$ cat config.mk
export PLATFORM = sky130hd
export DESIGN_NAME = pack_i32_stream
export DESIGN_NICKNAME = d
export VERILOG_FILES = /design/src/rtl/leb128_pkg.sv /design/src/rtl/leb128_i32_step.sv /design/src/rtl/pack_i32_stream.sv
export SDC_FILE = /design/constraint.sdc
export NUM_CORES = 1
export LEC_CHECK = 0
export BUFFER_PORTS_ARGS = -buffer_cell sky130_fd_sc_hd__buf_2
export CAP_MARGIN = 10
export CELL_PAD_IN_SITES_DETAIL_PLACEMENT = 0
export CELL_PAD_IN_SITES_GLOBAL_PLACEMENT = 1
export CORE_UTILIZATION = 39
export DETAILED_ROUTE_END_ITERATION = 6
export PLACE_DENSITY_LB_ADDON = 0.1
export SLEW_MARGIN = 5
export SYNTH_ARGS = -nofsm -noshare
export SYNTH_HDL_FRONTEND = slang
export SYNTH_SLANG_ARGS = --single-unit
$ cat constraint.sdc
create_clock -name clk -period 1.66 [get_ports clk]
set_input_delay 0.249 -clock clk [delete_from_list [all_inputs] [get_ports clk]]
set_output_delay 0.249 -clock clk [all_outputs]
set_load 0.05 [all_outputs]
$ cat src/rtl/leb128_pkg.sv
// Shared constants, FSM state type and length helper for the signed-LEB128 i32 encoder.
// Imported by leb128_i32_step and pack_i32_stream.
package leb128_pkg;

    localparam int LEB128_I32_MAX_BYTES = 5;
    localparam int LEB128_GROUP_BITS    = 7;

    typedef enum logic {
        IDLE = 1'b0,
        EMIT = 1'b1
    } state_e;

    // Smallest k in 1..5 such that v fits in 7k signed bits.
    function automatic logic [2:0] leb128_i32_len(input logic [31:0] v);
        logic [2:0] len;
        len = 3'(LEB128_I32_MAX_BYTES);
        // Walk downwards so the smallest fitting width is the one that sticks.
        for (int k = LEB128_I32_MAX_BYTES - 1; k >= 1; k--) begin
            if ((($signed(v) >>> (LEB128_GROUP_BITS * k - 1)) == 32'sd0) ||
                (($signed(v) >>> (LEB128_GROUP_BITS * k - 1)) == -32'sd1)) begin
                len = 3'(k);
            end
        end
        return len;
    endfunction

endpackage

$ cat src/rtl/leb128_i32_step.sv
// One signed-LEB128 encoding step: splits residual R into the next output byte,
// the arithmetically shifted remainder N and the terminating-byte flag.
module leb128_i32_step
    import leb128_pkg::*;
(
    input  logic [31:0] r_i,
    output logic [7:0]  byte_o,
    output logic [31:0] next_o,
    output logic        last_o
);

    logic [6:0] group;

    assign group  = r_i[6:0];
    assign next_o = $unsigned($signed(r_i) >>> LEB128_GROUP_BITS);

    // Stop once the remaining bits are pure sign extension of group bit 6.
    assign last_o = ((next_o == 32'h0000_0000) && !group[6]) ||
                    ((next_o == 32'hffff_ffff) &&  group[6]);

    assign byte_o = {~last_o, group};

endmodule

$ cat src/rtl/pack_i32_stream.sv
// Streaming canonical signed-LEB128 encoder for 32-bit values, one byte per output handshake.
// Define PACK_I32_STREAM_BACK2BACK_EN to accept the next value while the last byte drains.
module pack_i32_stream
    import leb128_pkg::*;
(
    input  logic        clk,
    input  logic        rst,
    input  logic [31:0] i_data,
    input  logic        i_valid,
    output logic        i_ready,
    output logic [7:0]  o_data,
    output logic        o_valid,
    input  logic        o_ready,
    output logic        o_last,
    output logic [2:0]  o_len
);

    state_e      state_q;
    logic [31:0] r_q;       // residual left after the byte currently on o_data
    logic [7:0]  o_data_q;
    logic        o_valid_q;
    logic        o_last_q;
    logic [2:0]  o_len_q;
    logic        i_ready_q;

    logic        o_fire;
    logic        accept;
    logic [31:0] step_in;
    logic [7:0]  step_byte;
    logic [31:0] step_next;
    logic        step_last;

    assign o_fire = o_valid_q && o_ready;

`ifdef PACK_I32_STREAM_BACK2BACK_EN
    assign i_ready = i_ready_q || (o_fire && o_last_q);
`else
    assign i_ready = i_ready_q;
`endif

    assign accept  = i_valid && i_ready;
    assign step_in = accept ? i_data : r_q;

    leb128_i32_step u_step (
        .r_i    (step_in),
        .byte_o (step_byte),
        .next_o (step_next),
        .last_o (step_last)
    );

    // NOTE: sequential state uses non-blocking assignments so every register
    // samples pre-edge values regardless of statement order.
    always_ff @(posedge clk or posedge rst) begin
        if (rst) begin
            state_q   <= IDLE;
            r_q       <= '0;
            o_data_q  <= '0;
            o_valid_q <= 1'b0;
            o_last_q  <= 1'b0;
            o_len_q   <= '0;
            i_ready_q <= 1'b0;
        end else if (accept) begin
            state_q   <= EMIT;
            r_q       <= step_next;
            o_data_q  <= step_byte;
            o_last_q  <= step_last;
            o_len_q   <= leb128_i32_len(i_data);
            o_valid_q <= 1'b1;
            i_ready_q <= 1'b0;
        end else begin
            case (state_q)
                IDLE: i_ready_q <= 1'b1;
                EMIT: begin
                    if (o_fire) begin
                        if (o_last_q) begin
                            state_q   <= IDLE;
                            o_valid_q <= 1'b0;
                            o_last_q  <= 1'b0;
                            i_ready_q <= 1'b1;
                        end else begin
                            r_q      <= step_next;
                            o_data_q <= step_byte;
                            o_last_q <= step_last;
                        end
                    end
                end
            endcase
        end
    end

    assign o_data  = o_data_q;
    assign o_valid = o_valid_q;
    assign o_last  = o_last_q;
    assign o_len   = o_len_q;

endmodule

==> impl_metrics.json <==
{
  "path_cells": "a21bo_2, nor4_2, o22ai_1, nor3_1, nand3b_1",
  "ys_ff_latch": 40,
  "path_buf_inv": 0,
  "synth_top_area_cell": "dfrtp_1",
  "final-hold-violation-count": 0,
  "syn_nets": 293,
  "cp.arrival_ns": 1.82,
  "rsz0062_at_grt": "no",
  "r2r_cells": 5,
  "core-area_sq_um": 5110,
  "firstDrtPassIters": 4,
  "endpoint_kind": "flip-flop",
  "fin_crit_ns": 1.58,
  "yosys_warnings": 0,
  "fmax_mhz": 631,
  "ys_top_cells_by_area": "dfrtp_1, nand2_1, a31oi_1",
  "synth_area_sq_um": 2080,
  "post-cts-setup-buffers": 0,
  "slowest_delay_ns": 0.43,
  "wl_met2_mm": 2.59,
  "placed_area_sq_um": 2580,
  "final_util_pct": 53.2,
  "place_hpwl_mm": 4.37,
  "portBuffers": 49,
  "whs_ns": 0.0741,
  "instances_no_fill": 396,
  "syn_inst": 257,
  "numCtsBuffers": 5,
  "route.detailed.drc": 0,
  "synth_edf_count": 0,
  "synthTopCellsByCount": "nand2_1, dfrtp_1, nor2_1",
  "hp-class": "in -> async",
  "p_leak_nw": 1.21,
  "worst_slew_pin_slew_ns": 0.522,
  "cts-htree-levels": 2,
  "area_growth_pct": 30.7,
  "place_inst": 388,
  "top_layer": "met4",
  "grt_overflow": 0,
  "startpoint_type": "flip-flop",
  "synth_top_area_share_pct": 48.1,
  "grt_start_max_net_pins": 41,
  "ir_drop_mv": 0.711,
  "syn_area_per_cell_sq_um": 8.09,
  "track_usage_pct": 22.1,
  "path_clk_slew_ns": 0.08,
  "wire_per_inst_um": 14.4,
  "synth_ff_type": "dfrtp_1",
  "num_rows": 26,
  "layout-drive-gt1-share_pct": 29.1,
  "finalInstanceArea_sq_um": 2720,
  "synth_cell_type_count": 32,
  "cap_viol_max_count": 0,
  "crit_family": "simple AND/OR/NAND/NOR gates",
  "first_global_vias": 1778,
  "outcome": "finished clean",
  "start_util_pct": 40.7,
  "required_ns": 1.90,
  "fin_nets": 361,
  "p_per_area_nw_per_um2": 1510,
  "ios": 50,
  "finalCritPeriodShare_pct": 95.4,
  "drt-met1-wl_mm": 2.79,
  "cp.depth": 5,
  "drt_iter0_drc": 109,
  "cts_root_buffer": "clkbuf_8",
  "setup_ws_ns": 0.0761,
  "fillers": 528,
  "diodes": 0,
  "die_x_um": 75.0,
  "num_vias": 2018,
  "routed_wl_mm": 5.70,
  "crit_fanout": 5,
  "dieArea_sq_um": 5630,
  "grt_pass1_wl_mm": 9.02,
  "place_congestion": 0.879,
  "drtAntennaViolNets": 0,
  "place_ws_ns": -0.120,
  "total_power_mw": 4.10,
  "finalSetupTns_ns": 0,
  "cts.sinks": 40,
  "slowest_stage": "dfrtp_2",
  "slew_viol_final": 0,
  "clk_latency_ns": 0.29,
  "async_flop_share_pct": 100,
  "ys_seq_area_share_pct": 48.1,
  "viasPerCell": 5.10,
  "synth.most_common_cell": "nand2_1",
  "cts_tree": "built",
  "clock_path_buffers": 2,
  "r2r_slack_ns": 0.08,
  "skew_ns": 0.00409,
  "crit_type": "reg -> reg",
  "slew_headroom_pct": 65.2,
  "wl_met3_um": 229,
  "finalSetupViolations": 0,
  "antenna_found_initial": 0,
  "die_h_um": 75.0
}
## placed cells by master, fill, tap and decap left out, drive strengths merged
cell type,count
buf,75
nand2,66
dfrtp,40
nor2,34
a31oi,25
nand4,11
o21ai,11
a21oi,10
nor4,9
nand3,7
clkbuf,7
nor3,5
inv,4
a22o,2
or4,2
nand3b,2
and2,2
or3,2
o21a,1
a21o,1
a21boi,1
or2b,1
and4,1
a211o,1
a21bo,1
o22ai,1
and3,1
o211ai,1
nor3b,1
bufinv,1
## worst min-delay path, delay by kind of cell
family / cells / cell delay (ns)
buffers and inverters: 3 / 0.57
## final cells by class
cell class	instances	area [sq um]	area share, %
flip-flops and latches	40	1000	36.9
well taps	70	87.6	3.22
repair buffers	75	457	16.8
clock buffers	7	96.3	3.55
multi-input cells	199	1030	37.8
clock inverters	1	30.0	1.10
inverters	4	15.0	0.552
## power breakdown
group          total [mW]  switching [mW]  internal, mW
Combinational        1.55           0.984         0.568
Clock               0.875           0.344         0.531
Sequential           1.67           0.309          1.36
Total                4.10            1.64          2.46
## logic make-up after synthesis
group                  Yosys count  synth area share, %
AO/OA/AOI/OAI                   55                 16.1
flip-flops                      40                 48.1
buffers and inverters           18                 3.37
AND/OR/NAND/NOR                144                 32.4
## flip-flops by register name, summed over array words and instances (netlist names)
signal	count
r_q	25
o_data	8
o_len	3
i_ready	1
o_last	1
o_valid	1
state_q	1
## what timing repair did
item,CTS,global route
gates resized for setup,0,4
hold buffers,0,0
endpoints found under the setup margin,0,9
## path summary, 6_finish.rpt
path                       startpoint  endpoint
setup / recovery              i_ready    o_last
hold / removal                    rst   o_valid
setup reg to reg              i_ready    o_last
hold reg to reg              o_len[2]  o_len[2]
max in group asynchronous         rst   i_ready
min in group clk              i_valid   i_ready
## layer usage
| layer | track usage, % | vias up |
|---|---|---|
| li1 | - | 1049 |
| met4 | 6.71 | 0 |
| met1 | 31.3 | 913 |
| met5 | 0 | - |
| met2 | 34.6 | 49 |
| met3 | 4.15 | 7 |
Power figures use the tool's default switching activity.
